### src/rtl/cmd_write_pkg.sv
// Shared SD command-path definitions: frame geometry, FSM states, CRC7 helpers.
// Used by both the command writer and the response receiver.
package cmd_write_pkg;

  localparam int unsigned FRAME_LEN     = 48;
  localparam int unsigned CNT_W         = 6;
  localparam int unsigned CRC_W         = 7;
  localparam int unsigned CRC_START_BIT = 40;
  localparam int unsigned CRC_END_BIT   = 46;
  localparam int unsigned GAP_LEN       = 2;
  localparam int unsigned GAP_W         = 1;
  localparam int unsigned INDEX_W       = 6;
  localparam int unsigned ARG_W         = 32;

  localparam logic [CRC_W-1:0] CRC7_POLY = 7'h09;

  typedef enum logic [1:0] {
    ST_IDLE = 2'd0,
    ST_TX   = 2'd1,
    ST_GAP  = 2'd2
  } sd_state_e;

  typedef struct packed {
    logic [INDEX_W-1:0] index;
    logic [ARG_W-1:0]   arg;
    logic               rsp_expected;
  } cmd_req_t;

  // One serial step of the x^7+x^3+1 CRC, MSB-first.
  function automatic logic [CRC_W-1:0] crc7_step(input logic [CRC_W-1:0] crc,
                                                 input logic             bit_in);
    logic fb;
    fb = bit_in ^ crc[CRC_W-1];
    return {crc[CRC_W-2:0], 1'b0} ^ (fb ? CRC7_POLY : CRC_W'(0));
  endfunction

  // Header bit k (0..39) of a command frame: start, transmission, index, argument.
  function automatic logic frame_bit(input logic [CNT_W-1:0]   k,
                                     input logic [INDEX_W-1:0] index,
                                     input logic [ARG_W-1:0]   arg);
    logic b;
    if (k == CNT_W'(0))                     b = 1'b0;
    else if (k == CNT_W'(1))                b = 1'b1;
    else if (k < CNT_W'(2 + INDEX_W))       b = index[3'(CNT_W'(1 + INDEX_W) - k)];
    else if (k < CNT_W'(CRC_START_BIT))     b = arg[5'(CNT_W'(CRC_START_BIT - 1) - k)];
    else                                    b = 1'b1;
    return b;
  endfunction

endpackage

### src/rtl/cmd_write_if.sv
// Command-writer request/line bundle: host-side request plus CMD line and status.
interface cmd_write_if;
  import cmd_write_pkg::*;

  logic               start_tx_i;
  logic [INDEX_W-1:0] cmd_index_i;
  logic [ARG_W-1:0]   cmd_arg_i;
  logic               rsp_expected_i;
  logic               cmd_o;
  logic               cmd_en_o;
  logic               busy_o;
  logic               done_o;
  logic               start_listening_o;

  modport master (
    output start_tx_i, cmd_index_i, cmd_arg_i, rsp_expected_i,
    input  cmd_o, cmd_en_o, busy_o, done_o, start_listening_o
  );

  modport slave (
    input  start_tx_i, cmd_index_i, cmd_arg_i, rsp_expected_i,
    output cmd_o, cmd_en_o, busy_o, done_o, start_listening_o
  );
endinterface

### src/rtl/crc7_write.sv
// Serial CRC7 generator. Feeding back crc[6] as the input bit turns it into a
// plain left shift, which is how the writer clocks the checksum out.
module crc7_write
  import cmd_write_pkg::*;
(
  input  logic             clk,
  input  logic             rst,
  input  logic             clear,
  input  logic             enable,
  input  logic             bit_in,
  output logic [CRC_W-1:0] crc
);

  always_ff @(posedge clk) begin
    if (rst) begin
      crc <= '0;
    end else if (enable) begin
      crc <= crc7_step(clear ? CRC_W'(0) : crc, bit_in);
    end else if (clear) begin
      crc <= '0;
    end
  end

endmodule

### src/rtl/cmd_write.sv
// SD command writer: serialises a 48-bit command frame onto the CMD line, then
// waits out a short gap before signalling completion and arming the receiver.
module cmd_write
  import cmd_write_pkg::*;
(
  input  logic         sd_clk_i,
  input  logic         rst_i,
  cmd_write_if.slave   bus
);

  sd_state_e        state_q, state_d;
  logic [CNT_W-1:0] cnt_q, cnt_d;
  logic [GAP_W-1:0] gap_q, gap_d;
  cmd_req_t         req_q;
  logic             latch_en;

  logic cmd_q, cmd_d;
  logic en_q, en_d;
  logic busy_q, busy_d;
  logic done_q, done_d;
  logic listen_q, listen_d;

  logic             crc_clear, crc_en, crc_bit, tx_bit;
  logic [CRC_W-1:0] crc;

  crc7_write u_crc (
    .clk    (sd_clk_i),
    .rst    (rst_i),
    .clear  (crc_clear),
    .enable (crc_en),
    .bit_in (crc_bit),
    .crc    (crc)
  );

  // Next state, and the line value for the cycle that follows this edge.
  always_comb begin
    state_d   = state_q;
    cnt_d     = cnt_q;
    gap_d     = gap_q;
    latch_en  = 1'b0;
    cmd_d     = 1'b1;
    en_d      = 1'b0;
    done_d    = 1'b0;
    listen_d  = 1'b0;
    crc_clear = 1'b0;
    crc_en    = 1'b0;
    crc_bit   = 1'b0;
    tx_bit    = 1'b1;

    case (state_q)
      ST_IDLE: begin
        if (bus.start_tx_i) begin
          state_d   = ST_TX;
          cnt_d     = '0;
          latch_en  = 1'b1;
          tx_bit    = frame_bit(CNT_W'(0), bus.cmd_index_i, bus.cmd_arg_i);
          cmd_d     = tx_bit;
          en_d      = 1'b1;
          crc_clear = 1'b1;
          crc_en    = 1'b1;
          crc_bit   = tx_bit;
        end
      end

      ST_TX: begin
        if (cnt_q == CNT_W'(FRAME_LEN - 1)) begin
          state_d = ST_GAP;
          gap_d   = '0;
        end else begin
          cnt_d = cnt_q + CNT_W'(1);
          en_d  = 1'b1;
          if (cnt_d < CNT_W'(CRC_START_BIT)) begin
            tx_bit  = frame_bit(cnt_d, req_q.index, req_q.arg);
            cmd_d   = tx_bit;
            crc_en  = 1'b1;
            crc_bit = tx_bit;
          end else if (cnt_d <= CNT_W'(CRC_END_BIT)) begin
            // Shift the finished checksum out MSB first.
            cmd_d   = crc[CRC_W-1];
            crc_en  = 1'b1;
            crc_bit = crc[CRC_W-1];
          end
        end
      end

      ST_GAP: begin
        if (gap_q == GAP_W'(GAP_LEN - 1)) begin
          state_d = ST_IDLE;
        end else begin
          gap_d = gap_q + GAP_W'(1);
          if (gap_d == GAP_W'(GAP_LEN - 1)) begin
            done_d   = 1'b1;
            listen_d = req_q.rsp_expected;
          end
        end
      end

      default: state_d = ST_IDLE;
    endcase

    busy_d = (state_d != ST_IDLE);
  end

  // State, latched request and registered outputs.
  always_ff @(posedge sd_clk_i) begin
    if (rst_i) begin
      state_q  <= ST_IDLE;
      cnt_q    <= '0;
      gap_q    <= '0;
      req_q    <= '0;
      cmd_q    <= 1'b1;
      en_q     <= 1'b0;
      busy_q   <= 1'b0;
      done_q   <= 1'b0;
      listen_q <= 1'b0;
    end else begin
      state_q  <= state_d;
      cnt_q    <= cnt_d;
      gap_q    <= gap_d;
      if (latch_en) begin
        req_q <= '{index: bus.cmd_index_i, arg: bus.cmd_arg_i,
                   rsp_expected: bus.rsp_expected_i};
      end
      cmd_q    <= cmd_d;
      en_q     <= en_d;
      busy_q   <= busy_d;
      done_q   <= done_d;
      listen_q <= listen_d;
    end
  end

  assign bus.cmd_o             = cmd_q;
  assign bus.cmd_en_o          = en_q;
  assign bus.busy_o            = busy_q;
  assign bus.done_o            = done_q;
  assign bus.start_listening_o = listen_q;

endmodule

### src/flat_wrapper.sv
// flat-port wrapper written by rule: the top's interface ports become plain ports
module cmd_write_flat import cmd_write_pkg::*;
  (sd_clk_i, rst_i, bus_start_tx_i, bus_cmd_index_i, bus_cmd_arg_i, bus_rsp_expected_i, bus_cmd_o, bus_cmd_en_o, bus_busy_o, bus_done_o, bus_start_listening_o);
  cmd_write_if bus_i ();
  input  logic sd_clk_i;
  input  logic rst_i;
  input wire logic [$bits(bus_i.start_tx_i)-1:0] bus_start_tx_i;
  input wire logic [$bits(bus_i.cmd_index_i)-1:0] bus_cmd_index_i;
  input wire logic [$bits(bus_i.cmd_arg_i)-1:0] bus_cmd_arg_i;
  input wire logic [$bits(bus_i.rsp_expected_i)-1:0] bus_rsp_expected_i;
  output wire logic [$bits(bus_i.cmd_o)-1:0] bus_cmd_o;
  output wire logic [$bits(bus_i.cmd_en_o)-1:0] bus_cmd_en_o;
  output wire logic [$bits(bus_i.busy_o)-1:0] bus_busy_o;
  output wire logic [$bits(bus_i.done_o)-1:0] bus_done_o;
  output wire logic [$bits(bus_i.start_listening_o)-1:0] bus_start_listening_o;
  assign bus_i.start_tx_i = bus_start_tx_i;
  assign bus_i.cmd_index_i = bus_cmd_index_i;
  assign bus_i.cmd_arg_i = bus_cmd_arg_i;
  assign bus_i.rsp_expected_i = bus_rsp_expected_i;
  assign bus_cmd_o = bus_i.cmd_o;
  assign bus_cmd_en_o = bus_i.cmd_en_o;
  assign bus_busy_o = bus_i.busy_o;
  assign bus_done_o = bus_i.done_o;
  assign bus_start_listening_o = bus_i.start_listening_o;
  cmd_write u_core (.sd_clk_i(sd_clk_i), .rst_i(rst_i), .bus(bus_i));
endmodule
### config.mk
export PLATFORM = sky130hd
export DESIGN_NAME = cmd_write_flat
export DESIGN_NICKNAME = d
export VERILOG_FILES = /design/src/rtl/cmd_write_pkg.sv /design/src/rtl/cmd_write_if.sv /design/src/rtl/crc7_write.sv /design/src/rtl/cmd_write.sv /design/src/flat_wrapper.sv
export SDC_FILE = /design/constraint.sdc
export NUM_CORES = 1
export LEC_CHECK = 0
export CAP_MARGIN = 20
export CORE_ASPECT_RATIO = 2
export CORE_MARGIN = 5
export CORE_UTILIZATION = 55
export CTS_CLUSTER_DIAMETER = 100
export DETAILED_ROUTE_END_ITERATION = 8
export PLACE_DENSITY = 0.89
export SLEW_MARGIN = 20
export SYNTH_ARGS = -nofsm -noshare
export SYNTH_HDL_FRONTEND = slang
export SYNTH_SLANG_ARGS = --single-unit
### constraint.sdc
create_clock -name sd_clk_i -period 5.6 [get_ports sd_clk_i]
set_input_delay 1.12 -clock sd_clk_i [delete_from_list [all_inputs] [get_ports sd_clk_i]]
set_output_delay 1.12 -clock sd_clk_i [all_outputs]
set_load 0.005 [all_outputs]
======== After elaboration in Yosys (flattened, before gate mapping) ========
Index checks and enable logic that the tools add are counted.
storage, ports and cells
  bits of input ports ..................... 42
  output and inout port bits .............. 5
  bits in registers ....................... 60
cells by class
  add/subtract/negate cells ............... 4
  magnitude comparators ................... 5
  mux-type cells .......................... 38
  equality and inequality tests ........... 7
  bitwise logic cells ..................... 4
  reduce and logical (&&, ||, !) cells .... 9
operators by type and width
  cell                   number
  $mux W1                22
  $mux W7                2
  $mux W6                2
  $pmux W6 S2            1
  $pmux W1 S2            4
  $xor A7 B4 Y7          1
  $add A6 B1 Y6 const B  1
  $eq A6 B1 Y1 const B   1
  $eq A6 B6 Y1 const B   1
  $le A6 B6 Y1 const B   1
  $logic_not A6 Y1       1
  $lt A5 B6 Y1 const B   1
  $lt A6 B4 Y1 const B   1
  $lt A6 B6 Y1 const B   1
  $mux W2                3
  $pmux W2 S3            1
  $reduce_bool A2 Y1     3
  $bmux W1 S5            1
  $sub A3 B5 Y5 const A  1
  $lt A3 B4 Y1 const B   1
  $mux W4                1
  $ne A2 B2 Y1 const B   2
  $reduce_or A4 Y1       1
  $bmux W1 S3            1
  other kinds (11)       12

======== Logic depth before layout (Yosys ltp) ========
Gate-level depths: netlist of the first run.
  depth in word-level cells ............... 14
  mapped depth ............................ 12
  depth with buffers taken out ............ 10

======== Hierarchy ========
From an unflattened synthesis of the first run, not the netlist that was laid out.
unflattened totals
  cells, all modules ...................... 332
  area total of the unflattened synthesis .. 2,798.9 um^2
modules (own cells, without submodules)
  module      seq. area each (um^2)  times used  cells an instance  area an instance (um^2)
  cmd_write   1,061.0                1           298                2,472.4
  crc7_write  140.1                  1           34                 326.6

======== Worst setup path before layout of the first run ========
No wires, ideal clock.
  kind .................................... reg2reg
  from .................................... reg u_core.cnt_q[0]
  to ...................................... reg u_core.u_crc.crc[3]
  period minus slack after synthesis ...... 3.483 ns
  path slack .............................. 2.117 ns
  cell stages (with the launch flop) ...... 13
  setup time .............................. 0.074 ns
  required time ........................... 5.526 ns
  path buffers ............................ 3
  arrival ................................. 3.408 ns
  path through ............................ dfxtp_1 buf_6 clkbuf_1 inv_1 ha_1 buf_1 mux4_2 mux4_2 or3_1 a211oi_2 o221a_1 o21ai_1 a31oi_1
on the way
  cells in the longest elaborated chain, start to end .. 14
  elaborated cells between the ends (all ways) .. 28
RTL lines
  what                                            RTL line                                  text
  from (decl)                                     cmd_write.sv:12                           logic [CNT_W-1:0] cnt_q, cnt_d;
  from (signal assigned)                          cmd_write.sv:118                          cnt_q <= cnt_d;
  $add A6 B1 Y6                                   cmd_write.sv:70                           cnt_d = cnt_q + CNT_W'(1);
  $sub A3 B5 Y5 or $sub A3 B3 Y3 (tied branches)  cmd_write_pkg.sv:45, cmd_write_pkg.sv:44
  $bmux W1 S5 or $bmux W1 S3 (tied branches)      cmd_write_pkg.sv:45, cmd_write_pkg.sv:44
  $mux W1 (on tied branches)                      cmd_write_pkg.sv:45, cmd_write_pkg.sv:44
  $mux W1                                         cmd_write_pkg.sv:44                       else if (k < CNT_W'(2 + INDEX_W)) b = index[3'(CNT_W'(1 + INDEX_W) - k)];
  $mux W1                                         cmd_write_pkg.sv:43                       else if (k == CNT_W'(1)) b = 1'b1;
  $mux W1                                         cmd_write_pkg.sv:42                       if (k == CNT_W'(0)) b = 1'b0;
  $mux W1                                         cmd_write.sv:72                           if (cnt_d < CNT_W'(CRC_START_BIT)) begin
  $mux W1                                         cmd_write.sv:66                           if (cnt_q == CNT_W'(FRAME_LEN - 1)) begin
  $mux W1                                         n/a
  $xor A1 B1 Y1                                   cmd_write_pkg.sv:33                       fb = bit_in ^ crc[CRC_W-1];
  $mux W4                                         cmd_write_pkg.sv:34                       return {crc[CRC_W-2:0], 1'b0} ^ (fb ? CRC7_POLY : CRC_W'(0));
  $xor A7 B4 Y7                                   cmd_write_pkg.sv:34
  $mux W7 *                                       crc7_write.sv:17                          end else if (enable) begin
  to (signal assigned)                            crc7_write.sv:18                          crc <= crc7_step(clear ? CRC_W'(0) : crc, bit_in);
  to (decl)                                       crc7_write.sv:11                          output logic [CRC_W-1:0] crc
Mark *: on every way between the ends. The rest lies on a longest branch, timed or not. The select of a mux whose other input is x is not followed.
A chain may end at the register's enable or synchronous reset.

======== Worst setup path after layout of the first run ========
Ends and elaborated chain as after synthesis.

==> run metrics, run 1 <==
status=finished clean; CORE AREA=0.00486 mm2; CTS tree=done; share of layout cells above drive strength 1=7.92%; area taken by multi-input logic gates=0.00144 mm2; simple-gate share of the synthesized area=22.5%; Die Height=110 um; fillers=360; Nets=407; RSZ-0062 raised after global routing=false; setup TNS=0 ps; Iter 0 DRT Violations=113; period utilization=66.6%; critical path cell sequence=inv_1 > ha_1 > mux4_2 > mux4_2 > or3_1 > a211oi_2 > a2111oi_0 > o21ai_1 > a31oi_1; clock slew at reported path FFs=60 ps; Via density=5.67; # Max-Cap Violations=0; top_reg_cell synth=dfxtp_1; routed len/inst=14.5 um; DP HPWL=4390 um; die width=60.0 um; Mean Syn Cell Area=8.44 um2; Area growth syn-to-layout=24.7%; Starting Density=56.6%; Slew Viols, Final=0; asr flop ratio synth=0%; compound-cell area share of the yosys netlist=15.2%; Vias=2400; largest family of logic cells by synthesized area=simple AND/OR/NAND/NOR gates; TritonCTS Buffers=9; syn_nets=372; Worst EP arrival=3910 ps; postcts setup bufs=0; Top cell by count, worst path=mux4_2; CP required=5780 ps; Final Skew=4.53 ps; fin worst setup slack=1870 ps; largest net degree at the start of global routing=58; CTS Hold Bufs=0; worst-path fanout max=20; Worst-Skew Late Latency=340 ps; Synth Instances=326; CP delay by family, top=flip-flops; Peak supply drop=235 uV; Synth Area in XOR/XNOR=1.27%; Slew headroom=34.6%; setup slack, reg-to-reg=1870 ps; Antenna Cells=0; Worst Hold Class=register to register; post_cts resized=0; most frequent cells in the layout=nand2_1 (88), dfxtp_1 (60), a21oi_1 (45), clkdlybuf4s50_1 (45), clkbuf_8 (12); sequential area share after synthesis=43.6%; vias in the first global route=2272; GR Overflow Total=0; Yosys warnings=0; Root Buffer=clkbuf_8; fmax=268 MHz; Worst Setup End Kind=register; WL final=6150 um; worst path buffer plus inverter count=1; CTS sink cnt=60; min cycle time layout=3730 ps; GP Congestion=0.882; Fin. Hold Viols=0; Unique masters post-synth=43; critical path startpoint category=register; Tightest Pin Transition=981 ps; worst slack, placed=1930 ps; detailed-route DRC error count=0; Port Buffer Count=46; post-synthesis adder-cell area fraction=1.82%; CP peak stage delay=850 ps; most common cell after layout, fill and taps aside=nand2_1; global-route wire length before repair=9980 um; pwr dens=300 mW/mm2; critical path class=register to register; number of synthesized flops with an enable pin=0; multiplexer area fraction after synthesis=11.3%; 1st-pass router iterations=4; GRT Overall Usage=20.2%; slowest stage cell on the critical path=dfxtp_1; Finished Cell Area=0.00343 mm2; I/O Pins=47; final setup violation count=0; H-tree levels=3; Reg area=0.00120 mm2; #FFs+latches synth=60; row count=36; Area after DPL=0.00320 mm2; initial antenna violation count=0; leak pwr=1.29 nW; clock tree buffer depth=2; die footprint=0.00661 mm2; Post-DRT Antenna Nets=0; Post-Syn Area=0.00275 mm2
==> final cells by class <==
class / count / area share, %
clock buffer: 12 / 4.81
inverter: 5 / 0.547
clock inverter: 4 / 2.04
multi-input combinational: 237 / 41.8
sequential: 60 / 35.0
timing repair buffer: 48 / 13.7
tap: 57 / 2.08
==> report_power, final <==
part	total [mW]	leakage [nW]	internal (mW)	switching [mW]
sequential	0.465	0.491	0.449	0.0156
combinational	0.120	0.677	0.0630	0.0574
clock	0.445	0.122	0.285	0.160
total	1.03	1.29	0.798	0.233
==> worst paths after layout <==
path,from,to,cells past startpoint
hold / removal,u_core.req_q[0],u_core.req_q[0],2
setup / recovery,u_core.cnt_q[0],u_core.u_crc.crc[3],9
hold reg to reg,u_core.req_q[0],u_core.req_q[0],2
setup reg to reg,u_core.cnt_q[0],u_core.u_crc.crc[3],9
==> through the flow <==
stage / instances / utilization (%) / total power, mW / hold WS (ps)
3_3_place_gp: 407 / 65.7 / 0.591 / 435
4_1_cts: 423 / 70.6 / 1.04 / 455
6_report: 423 / 70.6 / 1.03 / 453
5_1_grt: 423 / 70.6 / 1.07 / 476
2_1_floorplan: 326 / - / 0.545 / 415
3_5_place_dp: 407 / 65.7 / 0.595 / 446
==> routing by layer <==
metal | vias to the layer above | part of all wire [%] | global-route usage, %
met1 | 1139 | 36 | 20.0
met2 | 50 | 57 | 37.1
met3 | 16 | 3.6 | 5.01
met4 | 0 | 2.9 | 10.1
met5 | - | 0 | 0
li1 | 1195 | - | -
==> tightest hold or removal path: cells and delay by family (launching register included) <==
kind	cells	cell delay, ps
compound gates	1	50
flops	1	310
simple gates	1	50
==> registers in the layout (all words and copies together) (netlist names) <==
name,flops
u_core.gap_q,1
u_core.cnt_q,6
u_core.bus.cmd_o,1
u_core.req_q,39
u_core.bus.done_o,1
u_core.bus.busy_o,1
u_core.bus.start_listening_o,1
u_core.state_q,2
u_core.bus.cmd_en_o,1
u_core.u_crc.crc,7
==> synth_stat cells, types with 3 or more instances <==
cell	count	area share, %
a21o_1	3	0.82
a21oi_1	45	8.2
a31oi_1	6	1.4
and2_1	4	0.91
buf_1	5	0.68
clkbuf_1	18	2.5
dfxtp_1	60	44
ha_1	4	1.8
inv_1	5	0.68
mux2i_1	6	2.2
mux4_1	4	3.8
mux4_2	6	4.9
nand2_1	88	12
nand2b_1	4	0.91
nand3_1	10	1.8
nor2_1	10	1.4
nor3_1	11	2.0
o21ai_0	5	0.91
xnor2_1	3	0.95
==> cells by family after synthesis <==
family | Yosys count
compound gates | 71
xor+xnor | 4
fa+ha+maj | 4
buf+inv | 29
flops | 60
mux | 17
simple gates | 141
Power figures use the tool's default switching activity.
==> run 2, diff against run 1 <==
Settings changed: CORE_UTILIZATION 55 to 52, PLACE_DENSITY 0.89 to 0.86.
Clock period 5.6 ns to 3.6 ns, I/O delays scaled along.
==> run 2 against run 1 <==
Compared with the run above:
- register-to-register slack got worse by 1500 ps
- fmax up 15%
- count of clock-buffer cells in the layout grew 1
- clock skew down 1.6 ps
- hold slack worse by 4.0 ps
- combinational power rose by 62%
- critical endpoint unchanged
==> run metrics, run 2 (same netlist as run 1, synthesis figures left out) <==
detailed-route DRC error count=0 (unchanged); RSZ-0062 raised after global routing=false; I/O Pins=47 (unchanged); postcts setup bufs=0 (unchanged); CTS Hold Bufs=0 (unchanged); Vias=2437 (+1.5%); Regs by FF count=u_core.req_q: 39 flops, u_core.u_crc.crc: 7 flops, u_core.cnt_q: 6 flops; placed cell count=413 (+1.5%); Finished Cell Area=0.00346 mm2 (+0.73%); CP required=3870 ps (-1910 ps); routed len/inst=15.0 um (+2.8%); Worst Setup End Kind=register; Area after DPL=0.00324 mm2 (+1.2%); leak pwr=1.30 nW (+1.1%); initial antenna violation count=0 (unchanged); CORE AREA=0.00514 mm2 (+5.6%); largest net degree at the start of global routing=31 (-47%); Starting Density=53.6% (-3.0 points); Slew headroom=57.9% (+23 points); post_cts resized=0 (unchanged); Power Total=1.56 mW (+52%); Switching Share=23.7% (+1.1 points); Iter 0 DRT Violations=93 (-18%); Peak supply drop=423 uV (+80%); row count=37 (+2.8%); Top cell by count, worst path=mux4_2; GRT Overall Usage=20.3% (+0.15 points); critical path startpoint category=register; Final Skew=2.97 ps (-1.56 ps); most frequent cells in the layout=nand2_1 (88), dfxtp_1 (60), a21oi_1 (45), clkdlybuf4s50_1 (45), clkbuf_8 (13); sequential share of power=46.0% (+0.9 points); clock slew at reported path FFs=60 ps (about the same); critical path class=register to register; Worst-Skew Late Latency=340 ps (about the same); Slew Viols, Final=0 (unchanged); Area growth syn-to-layout=25.6%; CP peak stage delay=580 ps (-270 ps); Clk pwr share=41.6% (-1.6 points); Gate power share=12.4% (+0.7 points); Post-DRT Antenna Nets=0 (unchanged); Port Buffer Count=46 (unchanged); die footprint=0.00694 mm2 (+5.0%); Nets=412 (+1.2%); worst hold slack=449 ps (-3.96 ps); CTS sink cnt=60 (unchanged); TritonCTS Buffers=9 (unchanged); most common cell after layout, fill and taps aside=nand2_1; worst-path fanout max=13 (-35%); WL final=6410 um (+4.3%); setup TNS=0 ps (unchanged); H-tree levels=3 (unchanged); Antenna Cells=0 (unchanged); CTS tree=done; 1st-pass router iterations=4 (unchanged); CP delay by family, top=multiplexers; clock tree buffer depth=2 (unchanged); share of layout cells above drive strength 1=9.16% (+1.2 points); worst path buffer plus inverter count=1 (unchanged); Fin. Hold Viols=0 (unchanged); pwr dens=453 mW/mm2 (+51%); Internal Power=1.19 mW (+50%); DP HPWL=4890 um (+11%); # Max-Cap Violations=0 (unchanged); Psw=0.371 mW (+59%); final setup violation count=0 (unchanged); Largest register FFs=39 (unchanged); critical path cell sequence=inv_1 > ha_1 > mux4_2 > mux4_2 > or3_1 > a211oi_2 > o221a_1 > o21ai_1 > a31oi_1; global-route wire length before repair=10400 um (+3.7%); Die Height=113 um (+2.6%); Tightest Pin Transition=631 ps (-350 ps); fmax=309 MHz (+15%); min cycle time layout=3230 ps (-495 ps); slowest stage cell on the critical path=ha_1; die width=61.4 um (+2.4%); vias in the first global route=2366 (+4.1%); largest register by flop count=u_core.req_q; GP Congestion=0.921 (+4.4%); GR Overflow Total=0 (unchanged); status=finished clean; Via density=5.68 (+0.12%); period utilization=89.8% (+23 points); Worst EP arrival=3500 ps (-410 ps); Root Buffer=clkbuf_8; Worst Hold Class=register to register; Non-Filler Instances=429 (+1.4%)
-- run 2: final cells by class --
| type | count | area, um2 |
|---|---|---|
| clock inverter | 3 | 42.5 |
| fill | 417 | 1680 |
| clock buffer | 13 | 179 |
| multi-input combinational | 237 | 1440 |
| tap | 58 | 72.6 |
| timing repair buffer | 53 | 508 |
| sequential | 60 | 1200 |
| inverter | 5 | 18.8 |
-- run 2: power groups by stage --
stage / Combinational, mW / Sequential (mW) / Clock, mW
2_1_floorplan: 0.123 / 0.725 / 0
3_3_place_gp: 0.190 / 0.734 / 0
3_5_place_dp: 0.195 / 0.735 / 0
4_1_cts: 0.196 / 0.720 / 0.661
5_1_grt: 0.215 / 0.723 / 0.694
6_report: 0.194 / 0.720 / 0.651
-- run 2: path summary, 6_finish.rpt --
path | start | to | slack, ps | depth (start not counted)
max | u_core.cnt_q[0] | u_core.u_crc.crc[3] | 370 | 9
min | u_core.gap_q | u_core.bus.done_o | 450 | 1
max reg2reg | u_core.cnt_q[0] | u_core.u_crc.crc[3] | 370 | 9
min reg2reg | u_core.gap_q | u_core.bus.done_o | 450 | 1
-- run 2: stage by stage --
stage          setup slack [ps]  util, %
3_3_place_gp                486     63.0
5_1_grt                     106     67.3
4_1_cts                     361     67.3
2_1_floorplan               117        -
6_report                    366     67.3
3_5_place_dp                383     63.0
-- run 2: per-layer routing --
layer  share of wire (%)  vias up  GRT usage (%)
met1                  33     1149           18.6
met5                   0        -              0
met3                 3.7       25           5.71
met2                  58       59           36.6
met4                 4.9        0           12.6
li1                    -     1204              -
-- run 2: worst reg2reg max path, cell delays in order (launching register included) --
cell and delay [ps]:
dfxtp_1 520, inv_1 110, ha_1 580, mux4_2 370, mux4_2 470, or3_1 330, a211oi_2 320, o221a_1 230
o21ai_1 60, a31oi_1 170
==> run 3, diff against run 2 <==
Settings changed: CAP_MARGIN 20 to not set, CORE_UTILIZATION 52 to 45, PLACE_DENSITY 0.86 to 0.77.
Clock period 3.6 ns to 4.01 ns, I/O delays scaled along.
==> run 3 against run 2 <==
Compared with the run above:
- total power grew 1.4%
- hold slack is essentially flat
- sequential share of layout area shrank 0.64 points
- critical path depth is the same
- largest power group is now clock
==> run metrics, run 3 (same netlist as run 1, synthesis figures left out) <==
post_cts resized=0 (unchanged); WHS Path Cells=1 (unchanged); Fin. Hold Viols=0 (unchanged); critical path class=register to register; Slew Viols, Final=0 (unchanged); largest register by flop count=u_core.req_q; period utilization=82.3% (-7.5 points); RSZ-0062 raised after global routing=false; pwr dens=450 mW/mm2 (-0.51%); Iter 0 DRT Violations=68 (-27%); most common cell after layout, fill and taps aside=nand2_1; Vias=2397 (-1.6%); Largest register FFs=39 (unchanged); leak pwr=1.33 nW (+2.2%); Root Buffer=clkbuf_16; worst setup path end=u_core.u_crc.crc[3]; Worst EP arrival=3550 ps (+50 ps); WL final=6700 um (+4.4%); Nets=409 (-0.73%); setup slack, reg-to-reg=710 ps (+340 ps); CTS Hold Bufs=0 (unchanged); CP required=4260 ps (+390 ps); CTS sink cnt=60 (unchanged); Via density=5.56 (-2.1%); area taken by multi-input logic gates=0.00144 mm2 (unchanged); fin worst setup slack=709 ps (+342 ps); postcts setup bufs=0 (unchanged); Regs by FF count=u_core.req_q: 39 flops, u_core.u_crc.crc: 7 flops, u_core.cnt_q: 6 flops; DP HPWL=5010 um (+2.5%); Area growth syn-to-layout=28.0%; Peak supply drop=298 uV (-30%); Die Height=121 um (+6.8%); TritonCTS Buffers=9 (unchanged); worst r2r src=u_core.cnt_q[0]; # Max-Cap Violations=0 (unchanged); routed len/inst=15.5 um (+3.9%); CP Launch Point=u_core.cnt_q[0]; Worst Hold Class=register to register; H-tree levels=3 (unchanged); die width=65.3 um (+6.3%); Slew headroom=38.6% (-19 points); vias in the first global route=2464 (+4.1%); Final Skew=3.75 ps (+0.775 ps); min cycle time layout=3300 ps (+67.8 ps); clock tree buffer depth=2 (unchanged); Reg area=0.00120 mm2 (unchanged); GR Overflow Total=0 (unchanged); CORE AREA=0.00601 mm2 (+17%); Worst Setup End Kind=register; reg-to-reg endpoint=u_core.u_crc.crc[3]; final setup violation count=0 (unchanged); fmax=303 MHz (-2.1%); Worst-Skew Late Latency=330 ps (about the same); status=finished clean; global-route wire length before repair=10600 um (+2.2%); Antenna Cells=0 (unchanged); Port Buffer Count=46 (unchanged); die footprint=0.00788 mm2 (+14%); GRT Overall Usage=18.0% (-2.3 points); clock slew at reported path FFs=50 ps (about the same); setup TNS=0 ps (unchanged); largest net degree at the start of global routing=40 (+29%); Starting Density=45.8% (-7.7 points); worst slack, placed=760 ps (+377 ps); fillers=529 (+27%); Tightest Pin Transition=919 ps (+288 ps); row count=40 (+8.1%); GP Congestion=0.913 (-0.89%); most frequent cells in the layout=nand2_1 (88), dfxtp_1 (60), a21oi_1 (45), clkdlybuf4s50_1 (45), nor3_1 (11); worst-path fanout max=13 (unchanged); I/O Pins=47 (unchanged); detailed-route DRC error count=0 (unchanged); 1st-pass router iterations=5 (+1); Post-DRT Antenna Nets=0 (unchanged); worst r2r path cells=9 (unchanged); critical path startpoint category=register; share of layout cells above drive strength 1=8.42% (-0.74 points); initial antenna violation count=0 (unchanged); CTS tree=done
run 3: final cells by class:
| cell class | instances | area share (%) |
|---|---|---|
| Clock buffer | 11 | 7.18 |
| Clock inverter | 5 | 1.42 |
| Inverter | 5 | 0.533 |
| Sequential cell | 60 | 34.1 |
| Multi-Input combinational cell | 237 | 40.7 |
| Timing Repair Buffer | 50 | 13.8 |
| Tap cell | 63 | 2.24 |
run 3: how the worst min path moves through the flow:
| stage | startpoint | to |
|---|---|---|
| floorplan | u_core.gap_q | u_core.bus.done_o |
| global placement | u_core.gap_q | u_core.bus.done_o |
| detailed placement | u_core.gap_q | u_core.bus.done_o |
| CTS | u_core.gap_q | u_core.bus.done_o |
| global route | u_core.req_q[38] | u_core.req_q[38] |
| finish | u_core.gap_q | u_core.bus.done_o |
run 3: layer usage:
layer / global-route usage [%] / wire length, um / vias up
li1: - / - / 1199
met5: 0 / 0 / -
met1: 14.8 / 2250 / 1091
met3: 3.16 / 234 / 32
met4: 14.8 / 376 / 0
met2: 34.7 / 3830 / 75
run 3: worst max-delay path, stage by stage, from the launching register on:
cell and delay [ps]:
dfxtp_1 540, inv_1 110, ha_1 600, mux4_2 380, mux4_2 480, or3_1 330
a211oi_2 320, o221a_1 230, o21ai_1 60, a31oi_1 170
run 3: report_power, final:
part	internal, mW	switching [mW]
logic	0.0892	0.0843
registers	0.629	0.0207
clock network	0.509	0.254
run 3: through the flow:
stage	util (%)	hold WS, ps	cell area (um2)	instances	total power, mW
2_1_floorplan	-	415	2750	326	0.761
3_5_place_dp	53.6	444	3220	415	0.835
3_3_place_gp	53.6	434	3220	415	0.830
6_report	58.6	449	3520	431	1.59
5_1_grt	58.6	472	3520	431	1.64
4_1_cts	58.6	452	3520	431	1.60
